[config.mk]
export PLATFORM = sky130hd
export DESIGN_NAME = eth_arp_rx
export DESIGN_NICKNAME = d
export VERILOG_FILES = /design/src/rtl/eth_pkg.sv /design/src/rtl/sat_counter.sv /design/src/rtl/eth_arp_rx.sv
export SDC_FILE = /design/constraint.sdc
export NUM_CORES = 1
export LEC_CHECK = 0
export BUFFER_PORTS_ARGS = -buffer_cell sky130_fd_sc_hd__buf_2
export CAP_MARGIN = 10
export CORE_ASPECT_RATIO = 1.4
export CORE_MARGIN = 3
export CORE_UTILIZATION = 54
export CTS_CLUSTER_DIAMETER = 30
export CTS_CLUSTER_SIZE = 8
export DETAILED_ROUTE_END_ITERATION = 8
export GPL_TIMING_DRIVEN = 0
export PLACE_DENSITY = 0.78
export SETUP_SLACK_MARGIN = 0.2
export SLEW_MARGIN = 20
export SYNTH_ARGS = -nofsm -noshare
export SYNTH_HDL_FRONTEND = slang
export SYNTH_SLANG_ARGS = --single-unit
[constraint.sdc]
create_clock -name clk -period 3.9 [get_ports clk]
set_clock_uncertainty 0.1 [all_clocks]
set_input_delay 0.195 -clock clk [delete_from_list [all_inputs] [get_ports clk]]
set_output_delay 0.195 -clock clk [all_outputs]
set_load 0.1 [all_outputs]
[src/rtl/eth_pkg.sv]
// Shared Ethernet/ARP constants for the ARP receive parser and its peers.
// Holds the ethertypes, ARP header field values, the encoded operation
// codes reported to the ARP scheduler, and the broadcast MAC address.
package eth_pkg;

  localparam logic [15:0] ETHERTYPE_ARP = 16'h0806;
  localparam logic [15:0] ETHERTYPE_IP  = 16'h0800;
  localparam logic [15:0] ARP_HTYPE_ETH = 16'h0001;
  localparam logic [7:0]  ARP_HLEN_ETH  = 8'd6;
  localparam logic [7:0]  ARP_PLEN_IP   = 8'd4;
  localparam logic [15:0] ARP_OPER_REQ  = 16'h0001;
  localparam logic [15:0] ARP_OPER_RESP = 16'h0002;

  // Encoded operation reported on o_arp_operation
  localparam logic [1:0]  ARP_OP_NONE   = 2'd0;
  localparam logic [1:0]  ARP_OP_REQ    = 2'd1;
  localparam logic [1:0]  ARP_OP_RESP   = 2'd2;

  localparam logic [47:0] BCAST_MAC     = 48'hFFFF_FFFF_FFFF;

endpackage

[src/rtl/sat_counter.sv]
// Saturating up-counter used for frame statistics.
// Ports: clk, rst_n (async active-low), inc (count enable), count (value,
// sticks at all-ones instead of wrapping).
module sat_counter #(
  parameter int W = 16
) (
  input  logic         clk,
  input  logic         rst_n,
  input  logic         inc,
  output logic [W-1:0] count
);

  localparam logic [W-1:0] CNT_MAX = {W{1'b1}};
  localparam logic [W-1:0] CNT_ONE = {{(W-1){1'b0}}, 1'b1};

  logic [W-1:0] count_r;

  // Count register: increment on request unless already saturated
  always_ff @(posedge clk or negedge rst_n) begin
    if (!rst_n) begin
      count_r <= {W{1'b0}};
    end else if (inc && (count_r != CNT_MAX)) begin
      count_r <= count_r + CNT_ONE;
    end else begin
      count_r <= count_r;
    end
  end

  assign count = count_r;

endmodule

[src/rtl/eth_arp_rx.sv]
// Receive-side ARP parser on the MAC 32-bit Avalon-ST receive interface.
// Filters frames by destination MAC, decodes ARP requests/replies aimed at
// this node and reports each accepted frame one cycle after its eop beat.
// Ports:
//   clk, rst_n            clock, async active-low reset
//   i_self_mac/i_self_ip  own addresses (quasi-static)
//   i_target_ip           peer IP; replies only accepted from it
//   i_data/i_vld/i_sop/i_eop, o_rdy   Avalon-ST sink (never back-pressures)
//   o_arp_operation       one-cycle pulse: 0 none, 1 request, 2 reply
//   o_arp_target_mac/ip   SHA/SPA of the last accepted frame
//   o_frame_cnt/o_drop_cnt  saturating accept/drop counters
//   o_led                 [0] req toggle, [1] reply toggle, [2] drop toggle, [3] busy
module eth_arp_rx
  import eth_pkg::*;
#(
  parameter logic BCAST_EN = 1'b1,
  parameter int   CNT_W    = 16
) (
  input  logic             clk,
  input  logic             rst_n,
  input  logic [47:0]      i_self_mac,
  input  logic [31:0]      i_self_ip,
  input  logic [31:0]      i_target_ip,
  input  logic [31:0]      i_data,
  input  logic             i_vld,
  output logic             o_rdy,
  input  logic             i_sop,
  input  logic             i_eop,
  output logic [1:0]       o_arp_operation,
  output logic [47:0]      o_arp_target_mac,
  output logic [31:0]      o_arp_target_ip,
  output logic [CNT_W-1:0] o_frame_cnt,
  output logic [CNT_W-1:0] o_drop_cnt,
  output logic [3:0]       o_led
);

  typedef enum logic [1:0] {
    ST_IDLE  = 2'd0,
    ST_PARSE = 2'd1,
    ST_TAIL  = 2'd2,
    ST_DROP  = 2'd3
  } state_e;

  state_e      state_r, state_n;
  logic [3:0]  wcnt_r, wcnt_n;
  logic [3:0]  idx_s;
  logic        beat_s, field_ok_s, accept_s, drop_s;
  logic [1:0]  op_s;
  logic        rdy_r;
  logic        self_hi_r, bc_hi_r;
  logic [15:0] oper_r;
  logic [47:0] sha_r;
  logic [31:0] spa_r;
  logic [1:0]  op_r;
  logic [47:0] mac_r;
  logic [31:0] ip_r;
  logic [3:0]  led_r;

  assign beat_s = i_vld && rdy_r;
  // A sop beat always restarts parsing at word 0, whatever the state
  assign idx_s  = i_sop ? 4'd0 : wcnt_r;
  assign op_s   = (oper_r == ARP_OPER_REQ) ? ARP_OP_REQ : ARP_OP_RESP;

  // Field check for the word currently on i_data
  always_comb begin
    field_ok_s = 1'b0;
    case (idx_s)
      4'd0: field_ok_s = (i_data == i_self_mac[47:16]) ||
                         (BCAST_EN && (i_data == BCAST_MAC[47:16]));
      4'd1: field_ok_s = (self_hi_r && (i_data[31:16] == i_self_mac[15:0])) ||
                         (BCAST_EN && bc_hi_r && (i_data[31:16] == BCAST_MAC[15:0]));
      4'd2: field_ok_s = 1'b1;
      4'd3: field_ok_s = (i_data == {ETHERTYPE_ARP, ARP_HTYPE_ETH});
      4'd4: field_ok_s = (i_data == {ETHERTYPE_IP, ARP_HLEN_ETH, ARP_PLEN_IP});
      4'd5: field_ok_s = (i_data[31:16] == ARP_OPER_REQ) || (i_data[31:16] == ARP_OPER_RESP);
      4'd6: field_ok_s = 1'b1;
      // Requests come from anyone; replies only from the peer we asked
      4'd7: field_ok_s = (oper_r == ARP_OPER_REQ) || (i_data == i_target_ip);
      4'd8: field_ok_s = 1'b1;
      4'd9: field_ok_s = (i_data[15:0] == i_self_ip[31:16]);
      4'd10: field_ok_s = (i_data[31:16] == i_self_ip[15:0]);
      default: field_ok_s = 1'b0;
    endcase
  end

  // Next-state, beat counter and completion decisions
  always_comb begin
    state_n  = state_r;
    wcnt_n   = wcnt_r;
    accept_s = 1'b0;
    drop_s   = 1'b0;
    if (beat_s) begin
      if (i_sop) begin
        // Abandon any frame in flight; sop+eop is a runt
        drop_s = (state_r != ST_IDLE) || i_eop;
        wcnt_n = 4'd1;
        if (i_eop) begin
          state_n = ST_IDLE;
        end else if (field_ok_s) begin
          state_n = ST_PARSE;
        end else begin
          state_n = ST_DROP;
        end
      end else begin
        case (state_r)
          ST_IDLE: begin
            state_n = ST_IDLE;
          end
          ST_PARSE: begin
            wcnt_n = (wcnt_r == 4'hF) ? wcnt_r : (wcnt_r + 4'd1);
            if (!field_ok_s) begin
              drop_s  = i_eop;
              state_n = i_eop ? ST_IDLE : ST_DROP;
            end else if (wcnt_r == 4'd10) begin
              accept_s = i_eop;
              state_n  = i_eop ? ST_IDLE : ST_TAIL;
            end else begin
              drop_s  = i_eop;
              state_n = i_eop ? ST_IDLE : ST_PARSE;
            end
          end
          ST_TAIL: begin
            wcnt_n   = (wcnt_r == 4'hF) ? wcnt_r : (wcnt_r + 4'd1);
            accept_s = i_eop;
            state_n  = i_eop ? ST_IDLE : ST_TAIL;
          end
          ST_DROP: begin
            wcnt_n  = (wcnt_r == 4'hF) ? wcnt_r : (wcnt_r + 4'd1);
            drop_s  = i_eop;
            state_n = i_eop ? ST_IDLE : ST_DROP;
          end
          default: begin
            state_n = ST_IDLE;
          end
        endcase
      end
    end else begin
      state_n = state_r;
    end
  end

  // State, beat counter and ready register
  always_ff @(posedge clk or negedge rst_n) begin
    if (!rst_n) begin
      state_r <= ST_IDLE;
      wcnt_r  <= 4'd0;
      rdy_r   <= 1'b0;
    end else begin
      state_r <= state_n;
      wcnt_r  <= wcnt_n;
      rdy_r   <= 1'b1;
    end
  end

  // Shadow capture of destination-match flags, OPER, SHA and SPA while parsing
  always_ff @(posedge clk or negedge rst_n) begin
    if (!rst_n) begin
      self_hi_r <= 1'b0;
      bc_hi_r   <= 1'b0;
      oper_r    <= 16'h0000;
      sha_r     <= 48'h0;
      spa_r     <= 32'h0;
    end else if (beat_s && (i_sop || (state_r == ST_PARSE))) begin
      case (idx_s)
        4'd0: begin
          self_hi_r <= (i_data == i_self_mac[47:16]);
          bc_hi_r   <= (i_data == BCAST_MAC[47:16]);
        end
        4'd5: begin
          oper_r        <= i_data[31:16];
          sha_r[47:32]  <= i_data[15:0];
        end
        4'd6: sha_r[31:0] <= i_data;
        4'd7: spa_r       <= i_data;
        default: spa_r    <= spa_r;
      endcase
    end
  end

  // Result pulse, last-accepted addresses and debug LEDs
  always_ff @(posedge clk or negedge rst_n) begin
    if (!rst_n) begin
      op_r  <= ARP_OP_NONE;
      mac_r <= 48'h0;
      ip_r  <= 32'h0;
      led_r <= 4'h0;
    end else begin
      op_r     <= accept_s ? op_s : ARP_OP_NONE;
      if (accept_s) begin
        mac_r <= sha_r;
        ip_r  <= spa_r;
      end
      led_r[0] <= led_r[0] ^ (accept_s && (op_s == ARP_OP_REQ));
      led_r[1] <= led_r[1] ^ (accept_s && (op_s == ARP_OP_RESP));
      led_r[2] <= led_r[2] ^ drop_s;
      led_r[3] <= (state_n != ST_IDLE);
    end
  end

  sat_counter #(.W(CNT_W)) u_frame_cnt (
    .clk   (clk),
    .rst_n (rst_n),
    .inc   (accept_s),
    .count (o_frame_cnt)
  );

  sat_counter #(.W(CNT_W)) u_drop_cnt (
    .clk   (clk),
    .rst_n (rst_n),
    .inc   (drop_s),
    .count (o_drop_cnt)
  );

  assign o_rdy            = rdy_r;
  assign o_arp_operation  = op_r;
  assign o_arp_target_mac = mac_r;
  assign o_arp_target_ip  = ip_r;
  assign o_led            = led_r;

endmodule

==> results.yml, run 1 <==
synth:
  synth.net_count: 1014
  synth_ff_type: "dfrtp_1"
  syn_area_per_cell_um2: 12.4
  synth.top_cells.by_area: "dfrtp_1, mux2_2, xnor2_1"
  synth_edf_count: 0
  synth_top_cell_by_area: "dfrtp_1"
  netlist-cell-type-count: 50
  async_reset_ff_frac: 1.00
  synth.top_cell.area_share: 0.526
  yosys_warnings: 0
  ys_seq_elements: 223
  synthCells: 856
  synth-seq-area-share: 0.526
  syn-cell-area_um2: 10600
hold_path:
  holdPathEnd: "wcnt_r[2]"
  hold_path.class: "primary input to flip-flop"
  holdCritStartpoint: "i_vld"
  holdPathStages: 3
detailed_routing:
  post_drt_wl_per_cell_um: 21.8
  ant_nets: 0
  firstDrtPassIters: 5
  dr_total_vias: 8004
  drc: 0
  avgViaCountPerCell: 5.66
  drt_iter0_markers: 429
  drt-total-wl_um: 30800
die:
  rows: 60
  core-area_um2: 19200
  die_w_um: 124
  dieArea_um2: 21400
  start_util: 0.552
  fp.dieH_um: 172
  num_io_pins: 268
worst_setup_path:
  r2r_slack_ps: 370
  cp-end-kind: "flip-flop"
  worstRegToRegCells: 11
  arrival_ps: 3810
  r2r-start: "wcnt_r[1]"
  critical_path.startpoint_type: "flip-flop"
  crit_fanout: 10
  critical_path_class: "flip-flop to flip-flop"
  r2r_end: "o_arp_target_mac[14]"
  required_ps: 4190
pwr:
  total_power_mw: 9.21
  p_switching_mw: 3.01
  power.leakage_nw: 6.87
  powerDensity_nw_per_um2: 673
  p_int_mw: 6.20
  clkPwrFrac: 0.416
  p_comb_frac: 0.245
  seq_power_share: 0.340
  switching_share: 0.327
  irDropWorstVdd_v: 0.000604
global_routing:
  grtUsageTotal: 0.282
  antenna_found_initial: 5
  grt_max_degree: 94
  grt_pass1_wl_um: 46600
  overflow: 0
  grt_pass1_vias: 8301
placement:
  place_hpwl_um: 21900
  io_buffers: 235
  placedInstanceArea_um2: 12200
  gp_congestion: 0.903
  placed_cells: 1341
sta:
  hold_viol_final: 0
  period_needed_ps: 3530
  finalMaxSlewViolations: 0
  maxSlewHeadroom: 0.388
  tns_ps: 0
  worstMarginPinSlew_ps: 919
  fin_crit_sh: 0.904
  max_freq_ghz: 0.284
  rsz0062_at_grt: "false"
  setup_violations: 0
final_layout:
  fillerInstances: 1384
  antennaDiodeCount: 0
  fin_area_um2: 13700
  fin_nets: 1297
  final_core_util: 0.712
  instances_no_fill: 1413
  layout-drive-gt1-share: 0.435
  area_growth_pct: 29.0
run_status:
  status: "complete, no violations"
clock_tree:
  post_cts_resized: 0
  insertion_delay_ps: 510
  ctsRootBufferMaster: "clkbuf_16"
  cts.htree.levels: 2
  cts-buffers-inserted: 42
  clk_pin_slew_worst_paths_ps: 50
  cts.path.max_buffers: 3
  cts_tree: "done"
  cts.sinks: 223
flow_run:
  maxCapViolations: 0
==> layout by cell type, fill, tap and decap left out, drive strengths merged, types with 2 or more instances in the layout <==
cell	synthesis	routed
nor2	18	18
and2	2	2
mux2	184	184
ha	9	9
or3	2	2
nand4	32	32
nor3b	4	4
o41ai	2	2
o31ai	2	2
nand2	34	34
bufinv	0	8
a21o	2	2
clkbuf	28	84
nor3	18	18
dlygate4sd3	0	2
a31oi	3	3
dfrtp	223	223
o2111a	2	2
clkinv	0	6
nand2b	5	5
a211oi	3	3
inv	8	8
nor4	25	25
xor2	45	45
nand3	32	32
and3	11	11
nand4b	2	2
xnor2	95	95
o21ai	10	10
a21oi	8	8
nor4b	3	3
or2	2	2
buf	31	268
==> cell type report <==
cell class,instances,area (um2),share of cell area
plain buffers,59,264,0.0193
clock inverters,14,278,0.0203
clock buffers,56,1230,0.0897
inverters,8,30.0,0.00219
multi-input cells,566,4730,0.346
flip-flops and latches,223,5580,0.408
well taps,248,310,0.0227
repair buffers,239,1260,0.0922
==> repair_timing <==
| action | CTS | global route |
|---|---|---|
| hold buffers | 2 | 0 |
| setup buffers | 0 | 0 |
| hold endpoints to repair | 106 | 0 |
==> state kept, by name (all words and copies together) (netlist names) <==
signal,cells
o_arp_target_mac,48
sha_r,48
o_arp_target_ip,32
spa_r,32
oper_r,16
u_drop_cnt.count,16
u_frame_cnt.count,16
o_led,4
wcnt_r,4
o_arp_operation,2
state_r,2
bc_hi_r,1
o_rdy,1
self_hi_r,1
==> worst max-delay path by stage <==
stage / from / end / slack (ps) / depth (start not counted)
CTS: wcnt_r[1] / o_arp_target_mac[9] / 500 / 11
detailed placement: i_data[31] / o_arp_target_mac[35] / 350 / 10
global placement: rst_n / u_drop_cnt.count[7] / -1200 / 1
floorplan: u_drop_cnt.count[4] / u_drop_cnt.count[2] / 830 / 9
global route: wcnt_r[1] / o_arp_target_mac[4] / 290 / 11
finish: wcnt_r[1] / o_arp_target_mac[14] / 370 / 11
==> layer usage <==
layer	global-route usage	vias up	part of all wire
met3	0.0696	62	0.077
met5	0	-	0.0019
met1	0.346	4002	0.39
li1	-	3580	-
met2	0.488	350	0.51
met4	0.0973	10	0.026
==> Yosys cell counts (8+ instances only) <==
cell,count
dfrtp_1,223
mux2_2,179
buf_1,11
nand3_1,32
clkbuf_1,28
nor4_1,25
xor2_1,45
nor2_1,17
inv_1,8
nor3_1,18
ha_1,9
and3_1,11
nand2_1,34
xnor2_1,95
buf_2,13
nand4_1,32
==> per-stage QoR <==
stage | hold slack [ps] | worst slack [ps]
final | 17.4 | 373
after global routing | 57.7 | 289
after CTS | 18.8 | 503
after detailed placement | 60.4 | 353
after global placement | 351 | -1200
after floorplan | -201 | 826
==> worst max-delay path, cell delays in order, from the launching register on <==
cell and delay [ps]:
dfrtp_1 400, buf_2 190, nor3b_2 450, nand4_1 180
nor4_1 570, a22oi_1 150, nand2_1 160, nor2_2 70
o21ai_2 280, buf_4 270, buf_4 230, mux2_2 360
==> power by group through the flow <==
stage	registers (mW)	logic, mW	clock network [mW]
after floorplan	4.03	0.795	0
after global placement	3.11	2.19	0
after detailed placement	3.14	2.24	0
after CTS	3.12	2.26	3.87
after global routing	3.19	2.38	3.98
final	3.13	2.25	3.83
==> cells by family (layout without fill, tap and decap cells) <==
family          after synthesis  after routing  share of synthesized area
mux                         184            184                      0.195
simple gates                195            195                      0.100
fa+ha+maj                     9              9                     0.0106
other cells                   1              1                   0.000354
xor+xnor                    140            140                      0.116
buf+inv                      67            376                     0.0277
flops                       223            223                      0.526
compound gates               37             37                     0.0240
Power figures use the tool's default switching activity.
==> run 2: changes to the inputs <==
Settings changed: CELL_PAD_IN_SITES_DETAIL_PLACEMENT set to 0, CELL_PAD_IN_SITES_GLOBAL_PLACEMENT set to 1, CORE_UTILIZATION 54 to 42, PLACE_DENSITY 0.78 to 0.77.
==> results.yml, run 2 (synthesis results as in run 1) <==
detailed_routing:
  ant_nets: 0
  firstDrtPassIters: 5
  drt-total-wl_um: 32000
  post_drt_wl_per_cell_um: 21.7
  drc: 0
  drt_iter0_markers: 336
  avgViaCountPerCell: 5.37
  dr_total_vias: 7919
final_layout:
  final_common_cell: "buf_2"
  fin_nets: 1297
  fillerInstances: 2163
  layout-drive-gt1-share: 0.434
  area_growth_pct: 28.4
  instances_no_fill: 1476
  most-common-layout-cells: "buf_2, dfrtp_1, mux2_2"
  antennaDiodeCount: 0
global_routing:
  grtUsageTotal: 0.232
  grt_pass1_wl_um: 48300
  antenna_found_initial: 0
  grt_max_degree: 95
  grt_pass1_vias: 8207
  overflow: 0
clock_tree:
  clk_pin_slew_worst_paths_ps: 50
  ctsRootBufferMaster: "clkbuf_16"
  insertion_delay_ps: 520
  cts.htree.levels: 2
  cts_tree: "done"
  cts.sinks: 223
  cts.path.max_buffers: 3
  cts-buffers-inserted: 41
die:
  fp.dieH_um: 194
  dieArea_um2: 27200
  core-area_um2: 24800
  rows: 68
  start_util: 0.428
  num_io_pins: 268
  die_w_um: 140
sta:
  rsz0062_at_grt: "false"
  period_needed_ps: 3430
  setup_violations: 0
  worstMarginPinSlew_ps: 1030
  max_freq_ghz: 0.291
  hold_viol_final: 0
  whs_ps: 90.3
  finalMaxSlewViolations: 0
  maxSlewHeadroom: 0.314
  fin_crit_sh: 0.880
placement:
  gp_congestion: 0.840
  io_buffers: 235
  placed_cells: 1408
  place_hpwl_um: 23000
pwr:
  power.leakage_nw: 6.80
  irDropWorstVdd_v: 0.000432
  powerDensity_nw_per_um2: 648
worst_setup_path:
  critical_path_class: "flip-flop to flip-flop"
  critical_path.startpoint_type: "flip-flop"
  crit_fanout: 10
  r2r_slack_ps: 470
  arrival_ps: 3720
  cp-end-kind: "flip-flop"
  required_ps: 4190
flow_run:
  maxCapViolations: 0
hold_path:
  hold_path.class: "primary input to flip-flop"
run_status:
  status: "complete, no violations"
## run 2: cell type report
cell class	count	area, um2	area share
Sequential cell	223	5580	0.410
Multi-Input combinational cell	566	4740	0.348
Timing Repair Buffer	240	1270	0.0933
Clock buffer	51	1120	0.0826
Tap cell	315	394	0.0289
Buffer	59	265	0.0195
Clock inverter	14	216	0.0159
Inverter	8	30.0	0.00221
## run 2: layer usage
metal,vias up,GRT usage,wire (um)
met5,-,0,0
met4,0,0.0747,763
met3,57,0.0538,2070
met2,300,0.398,16300
met1,3982,0.288,12800
li1,3580,-,-
## run 2: worst paths after layout
| kind | from | endpoint | cells past startpoint |
|---|---|---|---|
| hold reg to reg | o_led[1] | o_led[1] | 1 |
| setup reg to reg | wcnt_r[1] | o_arp_target_mac[39] | 11 |
| max in group asynchronous | rst_n | spa_r[28] | 3 |
| setup / recovery | wcnt_r[1] | o_arp_target_mac[39] | 11 |
| hold / removal | i_self_mac[35] | self_hi_r | 6 |
| min in group asynchronous | rst_n | o_arp_target_mac[27] | 2 |
## run 2: stage by stage
| step | instance area [um2] | power (mW) | utilization | setup TNS, ps | setup WS [ps] |
|---|---|---|---|---|---|
| 2_1_floorplan | 10600 | 4.83 | - | 0 | 826 |
| 3_3_place_gp | 12200 | 5.33 | 0.492 | -305210 | -1390 |
| 3_5_place_dp | 12200 | 5.38 | 0.494 | -1860 | -128 |
| 4_1_cts | 13600 | 8.89 | 0.550 | 0 | 369 |
| 5_1_grt | 13600 | 9.19 | 0.550 | 0 | 269 |
| 6_report | 13600 | 8.83 | 0.550 | 0 | 468 |
## run 2: critical path, stage by stage (launching register included)
cell and delay, ps:
dfrtp_1 390, buf_2 180, nor3b_2 440, nor3b_1 310, o21ai_1 110, a221o_1 350, o41ai_1 110, nor2_2 100
o21ai_2 310, buf_4 300, buf_4 250, mux2_2 350
## run 2: what timing repair did
item                       CTS  global route
setup buffers                0             0
gates resized for setup      0             4
setup endpoints to repair    0            41
hold buffers                 3             0
hold endpoints to repair   129             0
## run 2: where the power goes
part | switching (mW) | internal [mW] | leakage, nW
registers | 0.286 | 2.82 | 3.03
logic | 1.57 | 0.676 | 3.11
clock network | 1.13 | 2.34 | 0.658
==> run 3: changes to the inputs <==
Settings changed: CELL_PAD_IN_SITES_DETAIL_PLACEMENT 0 to 1, CORE_UTILIZATION 42 to 46, PLACE_DENSITY 0.77 to 0.83.
Clock period 3.9 ns to 4.4 ns, I/O delays scaled along.
==> results.yml, run 3 (synthesis results as in run 1) <==
sta:
  rsz0062_at_grt: "false"
  max_freq_ghz: 0.269
  finalMaxSlewViolations: 0
  hold_viol_final: 0
  whs_ps: 80.0
  worstMarginPinSlew_ps: 996
  period_needed_ps: 3710
  setup_violations: 0
  maxSlewHeadroom: 0.336
  fin_crit_sh: 0.843
detailed_routing:
  dr_total_vias: 8216
  ant_nets: 0
  post_drt_wl_per_cell_um: 25.0
  drt_iter0_markers: 327
  avgViaCountPerCell: 5.58
  firstDrtPassIters: 4
  drt-total-wl_um: 36900
  drc: 0
clock_tree:
  insertion_delay_ps: 520
  post_cts_resized: 0
  cts.path.max_buffers: 3
  hold_buffers: 2
  clk_pin_slew_worst_paths_ps: 50
  cts-buffers-inserted: 44
  cts.htree.levels: 2
  postCtsSetupBuffers: 0
  cts_tree: "done"
  cts.sinks: 223
  ctsRootBufferMaster: "clkbuf_16"
pwr:
  clkPwrFrac: 0.410
  total_power_mw: 8.19
  p_comb_frac: 0.249
  seq_power_share: 0.341
  powerDensity_nw_per_um2: 597
  p_int_mw: 5.37
  p_switching_mw: 2.82
  irDropWorstVdd_v: 0.000456
  power.leakage_nw: 6.84
  switching_share: 0.344
placement:
  placedInstanceArea_um2: 12200
  gp_congestion: 0.866
  place_hpwl_um: 25000
  io_buffers: 235
global_routing:
  grt_busiest_layer: "met2"
  grt_pass1_wl_um: 55400
  grt_pass1_vias: 9195
  grt_max_degree: 102
  grtUsageTotal: 0.293
  overflow: 0
  antenna_found_initial: 6
  use_met1: 0.334
  global_route.usage.met3: 0.0687
  gr-usage-met2: 0.527
worst_setup_path:
  cp-end-kind: "flip-flop"
  arrival_ps: 4000
  required_ps: 4690
  crit_fanout: 10
  critical_path.startpoint_type: "flip-flop"
  critical_path_class: "flip-flop to flip-flop"
die:
  num_io_pins: 268
  rows: 65
  core-area_um2: 22600
  die_w_um: 134
  start_util: 0.469
  dieArea_um2: 24900
  fp.dieH_um: 186
final_layout:
  fin_area_um2: 13700
  final_common_cell: "buf_2"
  layout-drive-gt1-share: 0.434
  fin_nets: 1299
  final_core_util: 0.607
  most-common-layout-cells: "buf_2, dfrtp_1, mux2_2"
  area_growth_pct: 29.3
flow_run:
  maxCapViolations: 0
run_status:
  status: "complete, no violations"
hold_path:
  hold_path.class: "primary input to async pin"
run 3: changes by cell type in the layout (fill, tap and decap cells not counted), sizes merged:
cell	previous run	this run
clkbuf	79	85
diode	0	3
bufinv	5	6
clkinvlp	1	2
dlygate4sd3	3	2
run 3: area by class of cell:
class                           instances  area (um2)
Multi-Input combinational cell        566        4730
Inverter                                8        30.0
Clock buffer                           57        1210
Antenna cell                            3        7.51
Clock inverter                         16         254
Fill cell                            2372        8890
Timing Repair Buffer                  239        1260
Tap cell                              301         377
Buffer                                 59         264
Sequential cell                       223        5580
run 3: worst paths after layout:
kind / from / to / slack, ps / cells after the start
worst min register to register: o_led[1] / o_led[1] / 370 / 1
worst min-delay path: rst_n / o_arp_target_mac[18] / 80 / 2
worst max register to register: wcnt_r[2] / o_arp_target_mac[35] / 690 / 11
min in group clk: i_vld / state_r[0] / 80 / 3
max in group asynchronous: rst_n / u_drop_cnt.count[0] / 3340 / 3
worst max-delay path: wcnt_r[2] / o_arp_target_mac[35] / 690 / 11
run 3: routing by layer:
metal / vias up / part of all wire
met2: 304 / 0.53
met4: 8 / 0.039
met5: - / 0.0015
li1: 3581 / -
met3: 105 / 0.059
met1: 4218 / 0.37
run 3: stage by stage:
stage                     std cells  setup slack [ps]  setup TNS [ps]
after CTS                      1469               723               0
after floorplan                 856              1330               0
after global routing           1471               510               0
after detailed placement       1394               640               0
after global placement         1392              -807         -175280
final                          1472               689               0
run 3: power by group through the flow:
stage	Clock [mW]	Combinational (mW)	Sequential (mW)
floorplan	0	0.704	3.57
global placement	0	1.95	2.76
detailed placement	0	2.02	2.79
CTS	3.39	2.05	2.79
global route	3.49	2.15	2.85
finish	3.35	2.04	2.79
run 3: worst max-delay path, stage by stage (launching register included):
cell and delay, ps:
dfrtp_1 380, clkbuf_1 250, nor2b_1 490, nand2_1 120, nor4_1 640, a22oi_1 150, nand2_1 170, nor2_2 80
o21ai_2 310, buf_4 290, buf_4 240, mux2_2 380
